$ cat src/rtl/counter_pkg.sv
// rtl/counter_pkg.sv - shared types and defaults for the counter job issuer
package counter_pkg;

    localparam int CNT_WIDTH_DEF = 7;

    typedef enum logic [1:0] {
        ST_IDLE   = 2'd0,
        ST_LAUNCH = 2'd1,
        ST_WAIT   = 2'd2,
        ST_RESP   = 2'd3
    } state_e;

endpackage

$ cat src/rtl/counter_job_issuer_if.sv
// rtl/counter_job_issuer_if.sv - job request and response channels
interface counter_job_issuer_if #(
    parameter int CNT_WIDTH = 7,
    parameter int ID_WIDTH  = 4,
    parameter int TO_WIDTH  = 16
);
    logic                 req_valid_i;
    logic                 req_ready_o;
    logic [CNT_WIDTH-1:0] req_cnt_val_i;
    logic [ID_WIDTH-1:0]  req_id_i;
    logic                 rsp_valid_o;
    logic                 rsp_ready_i;
    logic [ID_WIDTH-1:0]  rsp_id_o;
    logic [TO_WIDTH-1:0]  rsp_cycles_o;
    logic                 rsp_timeout_o;

    // Requester side
    modport master (
        output req_valid_i, req_cnt_val_i, req_id_i, rsp_ready_i,
        input  req_ready_o, rsp_valid_o, rsp_id_o, rsp_cycles_o, rsp_timeout_o
    );

    // Issuer side
    modport slave (
        input  req_valid_i, req_cnt_val_i, req_id_i, rsp_ready_i,
        output req_ready_o, rsp_valid_o, rsp_id_o, rsp_cycles_o, rsp_timeout_o
    );
endinterface

$ cat src/rtl/counter_job_fifo.sv
// rtl/counter_job_fifo.sv - small job FIFO with registered full flag
module counter_job_fifo #(
    parameter int DEPTH = 4,
    parameter int WIDTH = 11
) (
    input  logic             clk,
    input  logic             rst,
    input  logic             push_i,
    input  logic [WIDTH-1:0] wdata_i,
    input  logic             pop_i,
    output logic [WIDTH-1:0] rdata_o,
    output logic             full_o,
    output logic             empty_o
);
    localparam int AW = $clog2(DEPTH);
    localparam int CW = AW + 1;
    localparam logic [CW-1:0] FULL_CNT = CW'(DEPTH);

    logic [WIDTH-1:0] mem_q [DEPTH];
    logic [WIDTH-1:0] mem_d [DEPTH];
    logic [AW-1:0]    wr_q, wr_d, rd_q, rd_d;
    logic [CW-1:0]    cnt_q, cnt_d;
    logic             full_q, full_d;
    logic             do_push, do_pop;

    // A full FIFO refuses pushes even when a pop happens in the same cycle
    assign do_push = push_i & ~full_q;
    assign do_pop  = pop_i & ~empty_o;
    assign empty_o = (cnt_q == '0);
    assign full_o  = full_q;
    assign rdata_o = mem_q[rd_q];

    // Next-state for storage, pointers and occupancy
    always_comb begin
        mem_d = mem_q;
        wr_d  = wr_q;
        rd_d  = rd_q;
        cnt_d = cnt_q;
        if (do_push) begin
            mem_d[wr_q] = wdata_i;
            wr_d        = wr_q + AW'(1);
        end
        if (do_pop) begin
            rd_d = rd_q + AW'(1);
        end
        case ({do_push, do_pop})
            2'b10:   cnt_d = cnt_q + CW'(1);
            2'b01:   cnt_d = cnt_q - CW'(1);
            default: cnt_d = cnt_q;
        endcase
        full_d = (cnt_d == FULL_CNT);
    end

    // State registers; full reads 1 in reset so the requester sees no ready
    always_ff @(posedge clk or posedge rst) begin
        if (rst) begin
            mem_q  <= '{default: '0};
            wr_q   <= '0;
            rd_q   <= '0;
            cnt_q  <= '0;
            full_q <= 1'b1;
        end else begin
            mem_q  <= mem_d;
            wr_q   <= wr_d;
            rd_q   <= rd_d;
            cnt_q  <= cnt_d;
            full_q <= full_d;
        end
    end
endmodule

$ cat src/rtl/counter_job_issuer.sv
// rtl/counter_job_issuer.sv - launches queued count jobs and reports their completion
module counter_job_issuer
    import counter_pkg::*;
#(
    parameter int CNT_WIDTH = CNT_WIDTH_DEF,
    parameter int ID_WIDTH  = 4,
    parameter int DEPTH     = 4,
    parameter int TO_WIDTH  = 16
) (
    input  logic                 clk,
    input  logic                 rst,
    counter_job_issuer_if.slave  job,
    input  logic [TO_WIDTH-1:0]  timeout_lim_i,
    output logic                 cnt_start_o,
    output logic [CNT_WIDTH-1:0] cnt_val_o,
    input  logic                 cnt_idle_i,
    input  logic                 cnt_run_i,
    input  logic                 cnt_done_i,
    output logic                 busy_o
);
    localparam int DW = ID_WIDTH + CNT_WIDTH;

    logic          fifo_push, fifo_pop, fifo_full, fifo_empty;
    logic [DW-1:0] fifo_rdata;
    logic          unused_run;

    state_e                state_q, state_d;
    logic                  start_q, start_d;
    logic [CNT_WIDTH-1:0]  val_q, val_d;
    logic [ID_WIDTH-1:0]   id_q, id_d;
    logic [TO_WIDTH-1:0]   cyc_q, cyc_d, cyc_inc;
    logic                  rsp_valid_q, rsp_valid_d;
    logic [TO_WIDTH-1:0]   rsp_cycles_q, rsp_cycles_d;
    logic                  rsp_to_q, rsp_to_d;

    // Counter run status is informational only
    assign unused_run = cnt_run_i;

    assign fifo_push       = job.req_valid_i & ~fifo_full;
    assign job.req_ready_o = ~fifo_full;

    counter_job_fifo #(
        .DEPTH (DEPTH),
        .WIDTH (DW)
    ) u_fifo (
        .clk     (clk),
        .rst     (rst),
        .push_i  (fifo_push),
        .wdata_i ({job.req_id_i, job.req_cnt_val_i}),
        .pop_i   (fifo_pop),
        .rdata_o (fifo_rdata),
        .full_o  (fifo_full),
        .empty_o (fifo_empty)
    );

    // Elapsed count including the current WAIT cycle, held at all-ones
    assign cyc_inc = (cyc_q == '1) ? cyc_q : cyc_q + TO_WIDTH'(1);

    // Job sequencing: pop, launch, wait for done or watchdog, hold response
    always_comb begin
        state_d      = state_q;
        start_d      = 1'b0;
        val_d        = val_q;
        id_d         = id_q;
        cyc_d        = cyc_q;
        rsp_valid_d  = rsp_valid_q;
        rsp_cycles_d = rsp_cycles_q;
        rsp_to_d     = rsp_to_q;
        fifo_pop     = 1'b0;
        case (state_q)
            ST_IDLE: begin
                if (!fifo_empty && cnt_idle_i) begin
                    fifo_pop      = 1'b1;
                    {id_d, val_d} = fifo_rdata;
                    start_d       = 1'b1;
                    state_d       = ST_LAUNCH;
                end
            end
            ST_LAUNCH: begin
                cyc_d   = '0;
                state_d = ST_WAIT;
            end
            ST_WAIT: begin
                if (cnt_done_i) begin
                    rsp_valid_d  = 1'b1;
                    rsp_cycles_d = cyc_inc;
                    rsp_to_d     = 1'b0;
                    state_d      = ST_RESP;
                end else if (timeout_lim_i != '0 && cyc_inc == timeout_lim_i) begin
                    rsp_valid_d  = 1'b1;
                    rsp_cycles_d = timeout_lim_i;
                    rsp_to_d     = 1'b1;
                    state_d      = ST_RESP;
                end else begin
                    cyc_d = cyc_inc;
                end
            end
            ST_RESP: begin
                if (job.rsp_ready_i) begin
                    rsp_valid_d = 1'b0;
                    state_d     = ST_IDLE;
                end
            end
            default: state_d = ST_IDLE;
        endcase
    end

    // FSM state and registered outputs
    always_ff @(posedge clk or posedge rst) begin
        if (rst) begin
            state_q      <= ST_IDLE;
            start_q      <= 1'b0;
            val_q        <= '0;
            id_q         <= '0;
            cyc_q        <= '0;
            rsp_valid_q  <= 1'b0;
            rsp_cycles_q <= '0;
            rsp_to_q     <= 1'b0;
        end else begin
            state_q      <= state_d;
            start_q      <= start_d;
            val_q        <= val_d;
            id_q         <= id_d;
            cyc_q        <= cyc_d;
            rsp_valid_q  <= rsp_valid_d;
            rsp_cycles_q <= rsp_cycles_d;
            rsp_to_q     <= rsp_to_d;
        end
    end

    assign cnt_start_o       = start_q;
    assign cnt_val_o         = val_q;
    assign job.rsp_valid_o   = rsp_valid_q;
    assign job.rsp_id_o      = id_q;
    assign job.rsp_cycles_o  = rsp_cycles_q;
    assign job.rsp_timeout_o = rsp_to_q;
    assign busy_o            = (state_q != ST_IDLE) || !fifo_empty;
endmodule

$ cat src/flat_wrapper.sv
// flat-port wrapper written by rule: the top's interface ports become plain ports
module counter_job_issuer_flat import counter_pkg::*;
#(
    parameter int CNT_WIDTH = CNT_WIDTH_DEF,
    parameter int ID_WIDTH  = 4,
    parameter int DEPTH     = 4,
    parameter int TO_WIDTH  = 16
)
  (clk, rst, timeout_lim_i, cnt_start_o, cnt_val_o, cnt_idle_i, cnt_run_i, cnt_done_i, busy_o, job_req_valid_i, job_req_cnt_val_i, job_req_id_i, job_rsp_ready_i, job_req_ready_o, job_rsp_valid_o, job_rsp_id_o, job_rsp_cycles_o, job_rsp_timeout_o);
  counter_job_issuer_if #(.CNT_WIDTH(CNT_WIDTH), .ID_WIDTH(ID_WIDTH), .TO_WIDTH(TO_WIDTH)) job_i ();
  input  logic clk;
  input  logic rst;
  input  logic [TO_WIDTH-1:0] timeout_lim_i;
  output logic cnt_start_o;
  output logic [CNT_WIDTH-1:0] cnt_val_o;
  input  logic cnt_idle_i;
  input  logic cnt_run_i;
  input  logic cnt_done_i;
  output logic busy_o;
  input wire logic [$bits(job_i.req_valid_i)-1:0] job_req_valid_i;
  input wire logic [$bits(job_i.req_cnt_val_i)-1:0] job_req_cnt_val_i;
  input wire logic [$bits(job_i.req_id_i)-1:0] job_req_id_i;
  input wire logic [$bits(job_i.rsp_ready_i)-1:0] job_rsp_ready_i;
  output wire logic [$bits(job_i.req_ready_o)-1:0] job_req_ready_o;
  output wire logic [$bits(job_i.rsp_valid_o)-1:0] job_rsp_valid_o;
  output wire logic [$bits(job_i.rsp_id_o)-1:0] job_rsp_id_o;
  output wire logic [$bits(job_i.rsp_cycles_o)-1:0] job_rsp_cycles_o;
  output wire logic [$bits(job_i.rsp_timeout_o)-1:0] job_rsp_timeout_o;
  assign job_i.req_valid_i = job_req_valid_i;
  assign job_i.req_cnt_val_i = job_req_cnt_val_i;
  assign job_i.req_id_i = job_req_id_i;
  assign job_i.rsp_ready_i = job_rsp_ready_i;
  assign job_req_ready_o = job_i.req_ready_o;
  assign job_rsp_valid_o = job_i.rsp_valid_o;
  assign job_rsp_id_o = job_i.rsp_id_o;
  assign job_rsp_cycles_o = job_i.rsp_cycles_o;
  assign job_rsp_timeout_o = job_i.rsp_timeout_o;
  counter_job_issuer #(.CNT_WIDTH(CNT_WIDTH), .ID_WIDTH(ID_WIDTH), .DEPTH(DEPTH), .TO_WIDTH(TO_WIDTH)) u_core (.clk(clk), .rst(rst), .job(job_i), .timeout_lim_i(timeout_lim_i), .cnt_start_o(cnt_start_o), .cnt_val_o(cnt_val_o), .cnt_idle_i(cnt_idle_i), .cnt_run_i(cnt_run_i), .cnt_done_i(cnt_done_i), .busy_o(busy_o));
endmodule
$ cat config.mk
export PLATFORM = sky130hd
export DESIGN_NAME = counter_job_issuer_flat
export DESIGN_NICKNAME = d
export VERILOG_FILES = /design/src/rtl/counter_pkg.sv /design/src/rtl/counter_job_issuer_if.sv /design/src/rtl/counter_job_fifo.sv /design/src/rtl/counter_job_issuer.sv /design/src/flat_wrapper.sv
export SDC_FILE = /design/constraint.sdc
export NUM_CORES = 1
export LEC_CHECK = 0
export ABC_AREA = 1
export BUFFER_PORTS_ARGS = -buffer_cell sky130_fd_sc_hd__buf_2
export CAP_MARGIN = 25
export CORE_MARGIN = 4
export CORE_UTILIZATION = 53
export DETAILED_ROUTE_END_ITERATION = 10
export PLACE_DENSITY = 0.78
export SYNTH_ARGS = -nofsm -noshare
export SYNTH_HDL_FRONTEND = slang
export SYNTH_SLANG_ARGS = --single-unit
$ cat constraint.sdc
create_clock -name clk -period 10.2 [get_ports clk]
set_clock_uncertainty 0.05 [all_clocks]
set_input_delay 2.04 -clock clk [delete_from_list [all_inputs] [get_ports clk]]
set_output_delay 2.04 -clock clk [all_outputs]
set_load 0.005 [all_outputs]
* After elaboration in Yosys (flattened, before gate mapping)
Cells that the tools add are included.
** Operators by class
- Add/sub/neg operators :: 5
- Order comparisons :: 3
- Eq/ne operators :: 13
- Muxes and demuxes :: 25
- Bitwise operators :: 7
- Reductions and logical operators :: 17
** Operator list (number)
- 16-bit 2-to-1 mux :: 5
- 44-bit bitwise mux :: 1
- 11-bit 2-to-1 mux :: 3
- 16-bit one-hot mux with 2 select lines :: 1
- 11-bit binary-select mux with 2-bit select :: 1
- 11-bit demux with 2-bit select :: 1
- 16-bit by 1-bit adder with 16-bit output (second input constant) :: 1
- 16-bit equality test :: 1
- 16-bit equality test (second input constant) :: 1
- 16-bit nonzero test :: 1
- 3-bit AND reduction :: 3
- 2-bit 2-to-1 mux :: 4
- 2-bit one-hot mux with 4 select lines :: 1
- 2-bit nonzero test :: 4
- 2-bit equality test (second input constant) :: 3
- 3-bit greater-or-equal comparator (second input constant) :: 2
- 1-bit 2-to-1 mux :: 6
- 2-bit inequality test (second input constant) :: 3
- 2-bit NOT with 3-bit output :: 2
- 3-bit one-hot mux with 2 select lines :: 1
- 2-bit by 1-bit adder with 2-bit output (second input constant) :: 2
- 2-bit by 1-bit equality test with 1-bit output (second input constant) :: 2
- 2-bit AND reduction :: 2
- 3-bit by 1-bit adder with 3-bit output (second input constant) :: 1
- 13 further kinds :: 18
** Storage, ports and cells
- Register bits after elaboration :: 100
- Bits of input ports :: 34
- Output and inout bits :: 32

* Depth between registers and ports, before layout
- Word-level depth :: 9
- Depth in mapped cells :: 19
- Gate-level depth less buffers :: 17

* Cells and area by module
Synthesis repeated with hierarchy kept, for this count alone.
** Second synthesis, totals
- Cells, all modules :: 708
- Area total of the unflattened synthesis :: 5444.0 µm²
** Modules (own cells, without submodules)
- counter_job_issuer :: times used 1, cells each 439, area an instance 3103.0 µm²
- counter_job_fifo :: times used 1, cells each 269, area an instance 2341.0 µm²

* Worst setup path before layout
No wires, ideal clock.
- Kind :: input -> register
- Start point :: input port cnt_idle_i
- End point :: register u_core.u_fifo.full_q (netlist: u_core.u_fifo.full_o)
- Library setup time :: 0.084 ns
- Data arrival time :: 3.919 ns
- Setup slack :: 6.147 ns
- Cell stages on the path :: 10
- Cells stage by stage :: o31ai_1 nor2_1 clkbuf_1 ha_1 inv_1 fa_1 a21oi_1 o21ai_0 xor2_1 nor3b_1
** Between the ends
- Word-level cells in the longest chain between the ends :: 7
- Elaborated cells between the ends (all ways) :: 8
** RTL lines
- start, declared :: RTL line flat_wrapper.sv:16 : input logic cnt_idle_i;
- 1-bit logical AND (*) :: RTL line counter_job_issuer.sv:72 : if (!fifo_empty && cnt_idle_i) begin
- 1-bit 2-to-1 mux (*) :: RTL line counter_job_issuer.sv:72
- 1-bit 2-to-1 mux (*) :: RTL line counter_job_issuer.sv:70 : case (state_q)
- 1-bit AND (*) :: RTL line counter_job_fifo.sv:28 : assign do_pop = pop_i & ~empty_o;
- named net u_core.u_fifo.do_pop :: RTL line counter_job_fifo.sv:24 : logic do_push, do_pop;
- 2-bit by 1-bit equality test with 1-bit output or 2-bit equality test (tied branches) :: RTL line counter_job_fifo.sv:46 : case ({do_push, do_pop})
- 3-bit one-hot mux with 2 select lines (*) :: RTL line counter_job_fifo.sv:46
- named net u_core.u_fifo.cnt_d[2] :: RTL line counter_job_fifo.sv:22 : logic [CW-1:0] cnt_q, cnt_d;
- 3-bit equality test (*) :: RTL line counter_job_fifo.sv:51 : full_d = (cnt_d == FULL_CNT);
- named net u_core.u_fifo.full_d :: RTL line counter_job_fifo.sv:23 : logic full_q, full_d;
- end signal, assigned :: RTL line counter_job_fifo.sv:67 : full_q <= full_d;
- end, declared :: RTL line counter_job_fifo.sv:23
Mark *: on every way through the listed nets, which the timed path passes. The rest lies on a longest branch.
A chain may end at the register's enable or synchronous reset.

* Worst setup path in the final report
- Start point :: input port timeout_lim_i[12]
- End point :: register u_core.state_q[1]
** Between the ends
- Word-level cells in the longest chain between the ends :: 4
- Elaborated cells between the ends (all ways) :: 5
** RTL lines
- start, declared :: RTL line flat_wrapper.sv:13 : input logic [TO_WIDTH-1:0] timeout_lim_i;
- 16-bit equality test or 16-bit nonzero test (tied branches) :: RTL line counter_job_issuer.sv:89 : end else if (timeout_lim_i != '0 && cyc_inc == timeout_lim_i) begin
- 1-bit logical AND (*) :: RTL line counter_job_issuer.sv:89
- 3-bit by 2-bit inequality test with 1-bit output (no line) (*)
- 3-bit AND reduction (no line) (*)
- end signal, assigned :: RTL line counter_job_issuer.sv:120 : state_q <= state_d;
- end, declared :: RTL line counter_job_issuer.sv:27 : state_e state_q, state_d;
Every way passes the cells marked *; elsewhere a longest branch is shown, timed or not.

==> metrics.txt <==
status finished clean; syn_nets 721; Compound-Gate Fraction of Synth Area 9.63%; gr usage total 22.6%; Final Util 60.3%; max frequency 269 MHz; Post-Route Setup TNS 0 ns; Root Buffer clkbuf_8; Required @ worst endpoint 10.42 ns; Fin. Hold Viols 0; total gr overflow 0; Starting DRT DRC Count 403; hold crit path type reg -> reg; Port Buffers 64; Max Slew Vio Count 0; HPWL after detailed placement 8890 um; CP Launch Type input pin; drt first pass iters 5; vias 4679; CP arrival 3.94 ns; per-cell routed wire length 14.4 um; Worst Hold Slack 0.420 ns; most common cell in the synthesized netlist nand2_1; Final Non-Filler Cells 862; Initial Utilization 54.5%; post-placement cell area 5690 sq um; initial antenna violation count 0; post-layout min period 3.72 ns; DRT antenna net count 0; Die Y 108 um; Simple-Gate Fraction of Synth Area 29.2%; I/O pins 66; Die Width 108 um; worst path buffer plus inverter count 2; # DRC 0; post-synth top area share 46.5%; library cells used by synthesis 34; Post-Syn Area 5330 sq um; PD cells 249 nW/um^2; die area 11700 sq um; CTS Sinks 100; ANT cells 0; Vias/cell 5.43; # setup viols final 0; CTS tree built; RePlAce Congestion 0.901; number of cell rows 36; largest net degree at the start of global routing 68; H-tree levels 3; flops & latches, synth 100; Ys Warns 0; largest family of logic cells by synthesized area simple AND/OR/NAND/NOR gates; CTS Hold Bufs 0; core area 9770 sq um; adder and majority gate portion of the synthesized area 2.72%; crit end category flop; RSZ-0062 raised after global routing no; Leak 3.02 nW; clock-pin slew on the worst setup and hold paths 0.10 ns; Worst slew margin 46.4%; global-route wire length before repair 21000 um; proportion of synthesized area in mux cells 2.33%; slowest cell on the critical path nand2_1; post-route cell area 5890 sq um; clk buf depth 2; Num CTS Buffers 9; worst path cell trace buf_2 -> inv_1 -> nand4_1 -> nor2_1 -> nand3_1 -> nand2_1 -> nor2_1 -> nand2_1 -> nor2_2 -> nand3_4 -> nand2_1 -> nand2_1 -> nand2_1 -> nand2_1; top cells by area, synth dfrtp_1, nand2_1, nand3_1, o21ai_0, nor2_1; post-synth top area cell dfrtp_1; largest delay contributor family on the critical path simple AND/OR/NAND/NOR gates; postcts setup bufs 0; FFs w/ async S/R, synth 100%; layout cell share with drive strength beyond 1 14.8%; Syn Area/Cell 7.88 sq um; sequential fraction of the synthesis area 47.0%; cells resized by post-CTS repair 0; nets 769; Post-synth EDFFs 0; max_cap viols 0; Cells after DPL 846; CP peak stage delay 0.59 ns; most used cell along the critical path nand2_1; vias in the first global route 4318; final WL 12400 um; CP max FO 21; Mapped Cells 676; crit path kind in -> reg; Post-Synth XOR/XNOR Area 2.40%; worst vdd ir 124 uV; Worst-Margin Slew 0.804 ns; synth cell count leaders nand2_1, dfrtp_1, nand3_1, o21ai_0, nor2_1; period utilization 36.5%; Worst-Skew Late Latency 0.37 ns; ys flop type dfrtp_1; area delta synth->final 10.6%
-- logic make-up (layout without fill, tap and decap cells) --
kind of cell	Yosys count	in the layout
simple gates	363	363
buf+inv	86	139
xor+xnor	13	13
compound gates	92	92
fa+ha+maj	11	11
flops	100	100
mux	11	11
-- state kept, by name, indices dropped and copies added, names as in the netlist --
register	cells
u_core.cnt_start_o	1
u_core.cnt_val_o	7
u_core.cyc_q	16
u_core.job.rsp_cycles_o	16
u_core.job.rsp_id_o	4
u_core.job.rsp_timeout_o	1
u_core.job.rsp_valid_o	1
u_core.state_q	2
u_core.u_fifo.cnt_q	3
u_core.u_fifo.full_o	1
u_core.u_fifo.mem_q	44
u_core.u_fifo.rd_q	2
u_core.u_fifo.wr_q	2
-- worst register-to-register path: cells and delay by family, from the launching register on --
| family | cells | cell delay (ns) |
|---|---|---|
| flip-flops | 1 | 0.43 |
| buffers and inverters | 1 | 0.27 |
| AND/OR/NAND/NOR | 15 | 2.17 |
| adder cells (fa/ha/maj) | 1 | 0.25 |
-- per-layer routing --
layer / vias to the layer above / wire length [um] / track usage (%) / part of all wire (%)
met5: - / 0 / 0 / 0
met4: 0 / 189 / 7.12 / 1.5
met3: 14 / 673 / 2.63 / 5.4
met2: 141 / 5600 / 33.9 / 45
met1: 2229 / 5920 / 34.3 / 48
li1: 2295 / - / - / -
-- layout make-up --
cell class	instances	area, sq um
clock buffers	12	145
clock inverters	4	55.1
fillers	901	3880
inverters	56	213
multi-input cells	490	2470
flip-flops and latches	100	2500
well taps	133	166
repair buffers	67	343
-- per-stage QoR --
| stage | total power, mW | setup WS (ns) |
|---|---|---|
| after CTS | 1.47 | 6.49 |
| after floorplan | 1.04 | 5.49 |
| after detailed placement | 1.21 | 6.09 |
| after global routing | 1.59 | 6.28 |
| after global placement | 1.18 | 6.14 |
| final | 1.46 | 6.48 |
-- cells in the final DEF, fill, tap and decap left out, drive strengths merged, types with 2 or more instances in the layout --
cell type  count
nand4         12
clkbuf        12
o21ai         75
nor2          66
xnor2          4
ha            10
dfrtp         99
nand3         74
o32ai         11
mux2          11
nand2        208
xor2           8
o21bai         2
nor4           2
buf           67
inv           57
a21oi          3
-- path summary, 6_finish.rpt --
path,from,endpoint,slack [ns],depth (start not counted)
max,timeout_lim_i[12],u_core.state_q[1],6.48,14
min,u_core.job.rsp_cycles_o[8],u_core.job.rsp_cycles_o[8],0.42,2
min in group asynchronous,rst,u_core.u_fifo.cnt_q[2],1.59,2
min reg2reg,u_core.job.rsp_cycles_o[8],u_core.job.rsp_cycles_o[8],0.42,2
max reg2reg,u_core.cyc_q[0],u_core.state_q[1],6.90,17
max in group asynchronous,rst,u_core.job.rsp_cycles_o[13],7.35,3
-- power by group --
| part | internal (mW) | switching, mW | leakage [nW] |
|---|---|---|---|
| registers | 0.556 | 0.113 | 1.27 |
| clock network | 0.122 | 0.140 | 0.0976 |
| logic | 0.223 | 0.310 | 1.65 |
| total | 0.901 | 0.564 | 3.02 |
Note: power is estimated with default switching activity, not from simulation.
